`src/rtl/reg_dst_data_mux_pkg.sv`:
```
// Purpose : shared types and constants for the register write-back data selector.
// Contents: DATA_W default width, SEL_* source-select encodings, sel_t select type.
// Optional: REG_DST_DATA_MUX_ZERO_FLAG_EN (used by the interface and top, not here).
package reg_dst_data_mux_pkg;

  // Default data width of the register file write port.
  localparam int DATA_W = 16;

  // Source-select type and encodings.
  typedef logic [1:0] sel_t;

  localparam sel_t SEL_A = 2'b00;
  localparam sel_t SEL_B = 2'b01;
  localparam sel_t SEL_C = 2'b10;
  localparam sel_t SEL_D = 2'b11;

endpackage : reg_dst_data_mux_pkg

```
`src/rtl/reg_dst_data_mux_if.sv`:
```
// Purpose : bundles the selector's data sources, select and results into one bus.
// Ports   : a/b/c/d/sel driven by master; out/out_q/sel_q (and zero/zero_q) driven by slave.
// Optional: REG_DST_DATA_MUX_ZERO_FLAG_EN adds zero (comb) and zero_q (registered) flags.
interface reg_dst_data_mux_if
  import reg_dst_data_mux_pkg::*;
#(
  parameter int WIDTH = DATA_W
);

  logic [WIDTH-1:0] a;
  logic [WIDTH-1:0] b;
  logic [WIDTH-1:0] c;
  logic [WIDTH-1:0] d;
  sel_t             sel;
  logic [WIDTH-1:0] out;
  logic [WIDTH-1:0] out_q;
  sel_t             sel_q;
`ifdef REG_DST_DATA_MUX_ZERO_FLAG_EN
  logic             zero;
  logic             zero_q;
`endif

  // Master side: the pipeline stage that offers the candidate write data.
  modport master (
    output a, b, c, d, sel,
`ifdef REG_DST_DATA_MUX_ZERO_FLAG_EN
    input  zero, zero_q,
`endif
    input  out, out_q, sel_q
  );

  // Slave side: the selector itself.
  modport slave (
    input  a, b, c, d, sel,
`ifdef REG_DST_DATA_MUX_ZERO_FLAG_EN
    output zero, zero_q,
`endif
    output out, out_q, sel_q
  );

endinterface : reg_dst_data_mux_if

```
`src/rtl/reg_dst_data_mux.sv`:
```
// Purpose : 4:1 write-back data selector for the register file, plus a registered copy.
// Ports   : clk, rst (sync, active-high); bus (slave modport): a,b,c,d,sel in; out, out_q, sel_q out.
// Latency : out is combinational (0 cycles); out_q/sel_q lag by exactly 1 cycle. Always ready, no handshake.
// Optional: REG_DST_DATA_MUX_ZERO_FLAG_EN adds zero (out==0) and zero_q (out_q==0, resets to 1).
module reg_dst_data_mux
  import reg_dst_data_mux_pkg::*;
#(
  parameter int WIDTH = DATA_W
) (
  input  logic              clk,
  input  logic              rst,
  reg_dst_data_mux_if.slave bus
);

  logic [WIDTH-1:0] out;
  logic [WIDTH-1:0] out_d;
  logic [WIDTH-1:0] out_q;
  sel_t             sel_d;
  sel_t             sel_q;

  // Source select. An unknown select falls into the default branch and drives
  // zeros, so a floating select never fabricates write data.
  always_comb begin
    out = '0;
    case (bus.sel)
      SEL_A:   out = bus.a;
      SEL_B:   out = bus.b;
      SEL_C:   out = bus.c;
      SEL_D:   out = bus.d;
      default: out = '0;
    endcase
  end

  // Next-state for the write-back pipeline register.
  always_comb begin
    out_d = out;
    sel_d = bus.sel;
  end

  always_ff @(posedge clk) begin
    if (rst) begin
      out_q <= '0;
      sel_q <= SEL_A;
    end else begin
      out_q <= out_d;
      sel_q <= sel_d;
    end
  end

  assign bus.out   = out;
  assign bus.out_q = out_q;
  assign bus.sel_q = sel_q;

`ifdef REG_DST_DATA_MUX_ZERO_FLAG_EN
  logic zero;
  logic zero_d;
  logic zero_q;

  always_comb begin
    zero   = (out == '0);
    zero_d = zero;
  end

  // Resets to 1 so the flag agrees with the cleared out_q.
  always_ff @(posedge clk) begin
    if (rst) begin
      zero_q <= 1'b1;
    end else begin
      zero_q <= zero_d;
    end
  end

  assign bus.zero   = zero;
  assign bus.zero_q = zero_q;
`endif

endmodule : reg_dst_data_mux

```
`src/flat_wrapper.sv`:
```
// flat-port wrapper written by rule: the top's interface ports become plain ports
module reg_dst_data_mux_flat import reg_dst_data_mux_pkg::*;
#(
  parameter int WIDTH = DATA_W
)
  (clk, rst, bus_a, bus_b, bus_c, bus_d, bus_sel, bus_out, bus_out_q, bus_sel_q);
  reg_dst_data_mux_if #(.WIDTH(WIDTH)) bus_i ();
  input  logic clk;
  input  logic rst;
  input wire logic [$bits(bus_i.a)-1:0] bus_a;
  input wire logic [$bits(bus_i.b)-1:0] bus_b;
  input wire logic [$bits(bus_i.c)-1:0] bus_c;
  input wire logic [$bits(bus_i.d)-1:0] bus_d;
  input wire logic [$bits(bus_i.sel)-1:0] bus_sel;
  output wire logic [$bits(bus_i.out)-1:0] bus_out;
  output wire logic [$bits(bus_i.out_q)-1:0] bus_out_q;
  output wire logic [$bits(bus_i.sel_q)-1:0] bus_sel_q;
  assign bus_i.a = bus_a;
  assign bus_i.b = bus_b;
  assign bus_i.c = bus_c;
  assign bus_i.d = bus_d;
  assign bus_i.sel = bus_sel;
  assign bus_out = bus_i.out;
  assign bus_out_q = bus_i.out_q;
  assign bus_sel_q = bus_i.sel_q;
  reg_dst_data_mux #(.WIDTH(WIDTH)) u_core (.clk(clk), .rst(rst), .bus(bus_i));
endmodule
```
`config.mk`:
```
export PLATFORM = sky130hd
export DESIGN_NAME = reg_dst_data_mux_flat
export DESIGN_NICKNAME = d
export VERILOG_FILES = /design/src/rtl/reg_dst_data_mux_pkg.sv /design/src/rtl/reg_dst_data_mux_if.sv /design/src/rtl/reg_dst_data_mux.sv /design/src/flat_wrapper.sv
export SDC_FILE = /design/constraint.sdc
export NUM_CORES = 1
export LEC_CHECK = 0
export BUFFER_PORTS_ARGS = -buffer_cell sky130_fd_sc_hd__buf_2
export CAP_MARGIN = 5
export CORE_MARGIN = 1.5
export CORE_UTILIZATION = 33
export DETAILED_ROUTE_END_ITERATION = 8
export PLACE_DENSITY = 0.81
export RECOVER_POWER = 25
export SYNTH_ARGS = -nofsm -noshare
export SYNTH_HDL_FRONTEND = slang
export SYNTH_SLANG_ARGS = --single-unit
```
`constraint.sdc`:
```
create_clock -name clk -period 1.4 [get_ports clk]
set_clock_uncertainty 0.1 [all_clocks]
set_input_delay 0 -clock clk [delete_from_list [all_inputs] [get_ports clk]]
set_output_delay 0 -clock clk [all_outputs]
set_load 0.005 [all_outputs]
```
==> impl_metrics.yaml <==
detailed_routing:
  via_count: 896
  dr.first_iter.drc_count: 7
  ant_nets: 0
  drt-wirelength-per-cell_um: 13.9
  firstDrtPassIters: 4
  routed_wl_um: 2620
  post-route-drc-count: 0
  drt-vias-per-instance: 4.74
critical_path:
  arrival_ns: 0.96
  max_stage_delay_ns: 0.54
  cp.required_ns: 1.30
  crit_path_start_kind: "input pin"
  worstPathCellList: "buf_2, buf_12, mux4_2, buf_2"
  crit_type: "input pin to output port"
  cp_slowest_cell: "mux4_2"
  cp_max_fo: 17
  cp-end-kind: "output port"
  cp_common_cell: "buf_2"
clock_network:
  cts-root-buf: "clkbuf_4"
  cts_hold_buf: 1
  cts_tree: "built"
  cts_setup_buffers: 0
  cts_buffer_depth: 2
  clock-sinks: 18
  htree_levels: 1
  clkTransAtPathRegs_ns: 0.10
  numCtsBuffers: 3
  cts_resized: 0
synthesis:
  ys_warn_count: 0
  ys_seq_area_frac: 0.403
  synth_cells: 57
  syn_area_um2: 893
  ys_seq_elements: 18
  synth_fp_nets: 125
  synth_cell_types: 8
  synth.avg_cell_area_um2: 15.7
min_path:
  hold_path_class: "input pin to flip-flop"
cells_and_area:
  fin_util: 0.573
  diodes: 0
  drive_gt1_frac: 0.723
  fillers: 241
  nets: 228
  fin_cells: 189
  syn_to_final_growth_pct: 61.9
  stdcell_area_um2: 1450
sta:
  finalSetupViolations: 0
  timing.fmax_mhz: 940
  setup_tns_ns: 0
  tightestPinTransition_ns: 0.381
  drv_slew: 0
  finalHoldViolations: 0
  period_minus_slack_ns: 1.06
  maxSlewHeadroom: 0.746
  grt_setup_unrepaired: "false"
  fin_crit_sh: 0.760
floorplan:
  dieHeight_um: 55.0
  core_area_um2: 2520
  num_rows: 18
  die_w_um: 55.0
  boundaryPins: 102
  start_util: 0.354
  dieArea_um2: 3030
placement:
  placedCellCount: 184
  portBuffers: 101
  gp_congestion: 0.665
  placed_area_um2: 1410
global_route:
  grt_overflow: 0
  grt_max_degree: 19
  antenna_found_initial: 0
  grt_usage: 0.171
  first_global_vias: 842
  grt_pass1_wl_um: 3530
outcome:
  status: "complete, no violations"
power_and_ir_drop:
  leakage_nw: 0.716
  power.density_nw_per_um2: 845
  power.total_mw: 1.22
  peakVddDrop_uv: 696
job:
  cap_viol_max_count: 0
-- critical path, delay by kind of cell --
kind | cells | cell delay, ns
muxes | 1 | 0.54
buffers and inverters | 3 | 0.42
-- per-layer routing --
layer	up-vias	wire length (µm)	track usage
met3	6	197	0.0269
met2	49	1490	0.323
met4	0	58	0.134
li1	420	-	-
met1	421	867	0.162
met5	-	0	0
-- area by class of cell --
cell class                      count  area (µm²)  area share
Tap cell                           30        37.5      0.0260
Timing Repair Buffer              103         524       0.362
Clock buffer                        4        36.3      0.0251
Multi-Input combinational cell     34         488       0.337
Sequential cell                    18         360       0.249
-- stage by stage --
stage                     hold slack (ns)  setup slack [ns]
after floorplan                   -0.0357             0.240
after global placement              0.277             0.203
after detailed placement            0.277             0.183
after CTS                          0.0446             0.322
after global routing               0.0484             0.287
final                              0.0520             0.337
-- path summary, 6_finish.rpt --
path              cells after the start  startpoint  slack (ns)                               to
hold / removal                        3   bus_b[15]        0.05  u_core.bus.out_q[15]$_SDFF_PP0_
setup / recovery                      4  bus_sel[0]        0.34                      bus_out[14]
-- sequential cells by signal (all words and copies together) (netlist names) --
signal / flops
u_core.bus.sel_q: 2
u_core.bus.out_q: 16
-- logic make-up after synthesis --
logic type             after synthesis  share of synthesized area
AND/OR/NAND/NOR                     18                      0.143
buffers and inverters                5                     0.0504
flip-flops                          18                      0.403
multiplexers                        16                      0.403
-- power by group --
part / switching (mW) / leakage [nW] / internal [mW]
clock network: 0.153 / 0.0210 / 0.158
registers: 0.00988 / 0.150 / 0.552
logic: 0.130 / 0.545 / 0.221
total: 0.293 / 0.716 / 0.930
-- layout by cell type, fill, tap and decap left out, drive strengths merged --
cell type	count
nor2b	18
clkbuf	13
dlygate4sd3	1
mux4	16
dfxtp	18
buf	93
-- cell usage after synthesis (all sizes together) --
library cell | count | area [µm²]
clkbuf | 1 | 3.75
mux4 | 16 | 360
dfxtp | 18 | 360
buf | 4 | 41.3
nor2b | 18 | 128
Note: power is estimated with default switching activity, not from simulation.
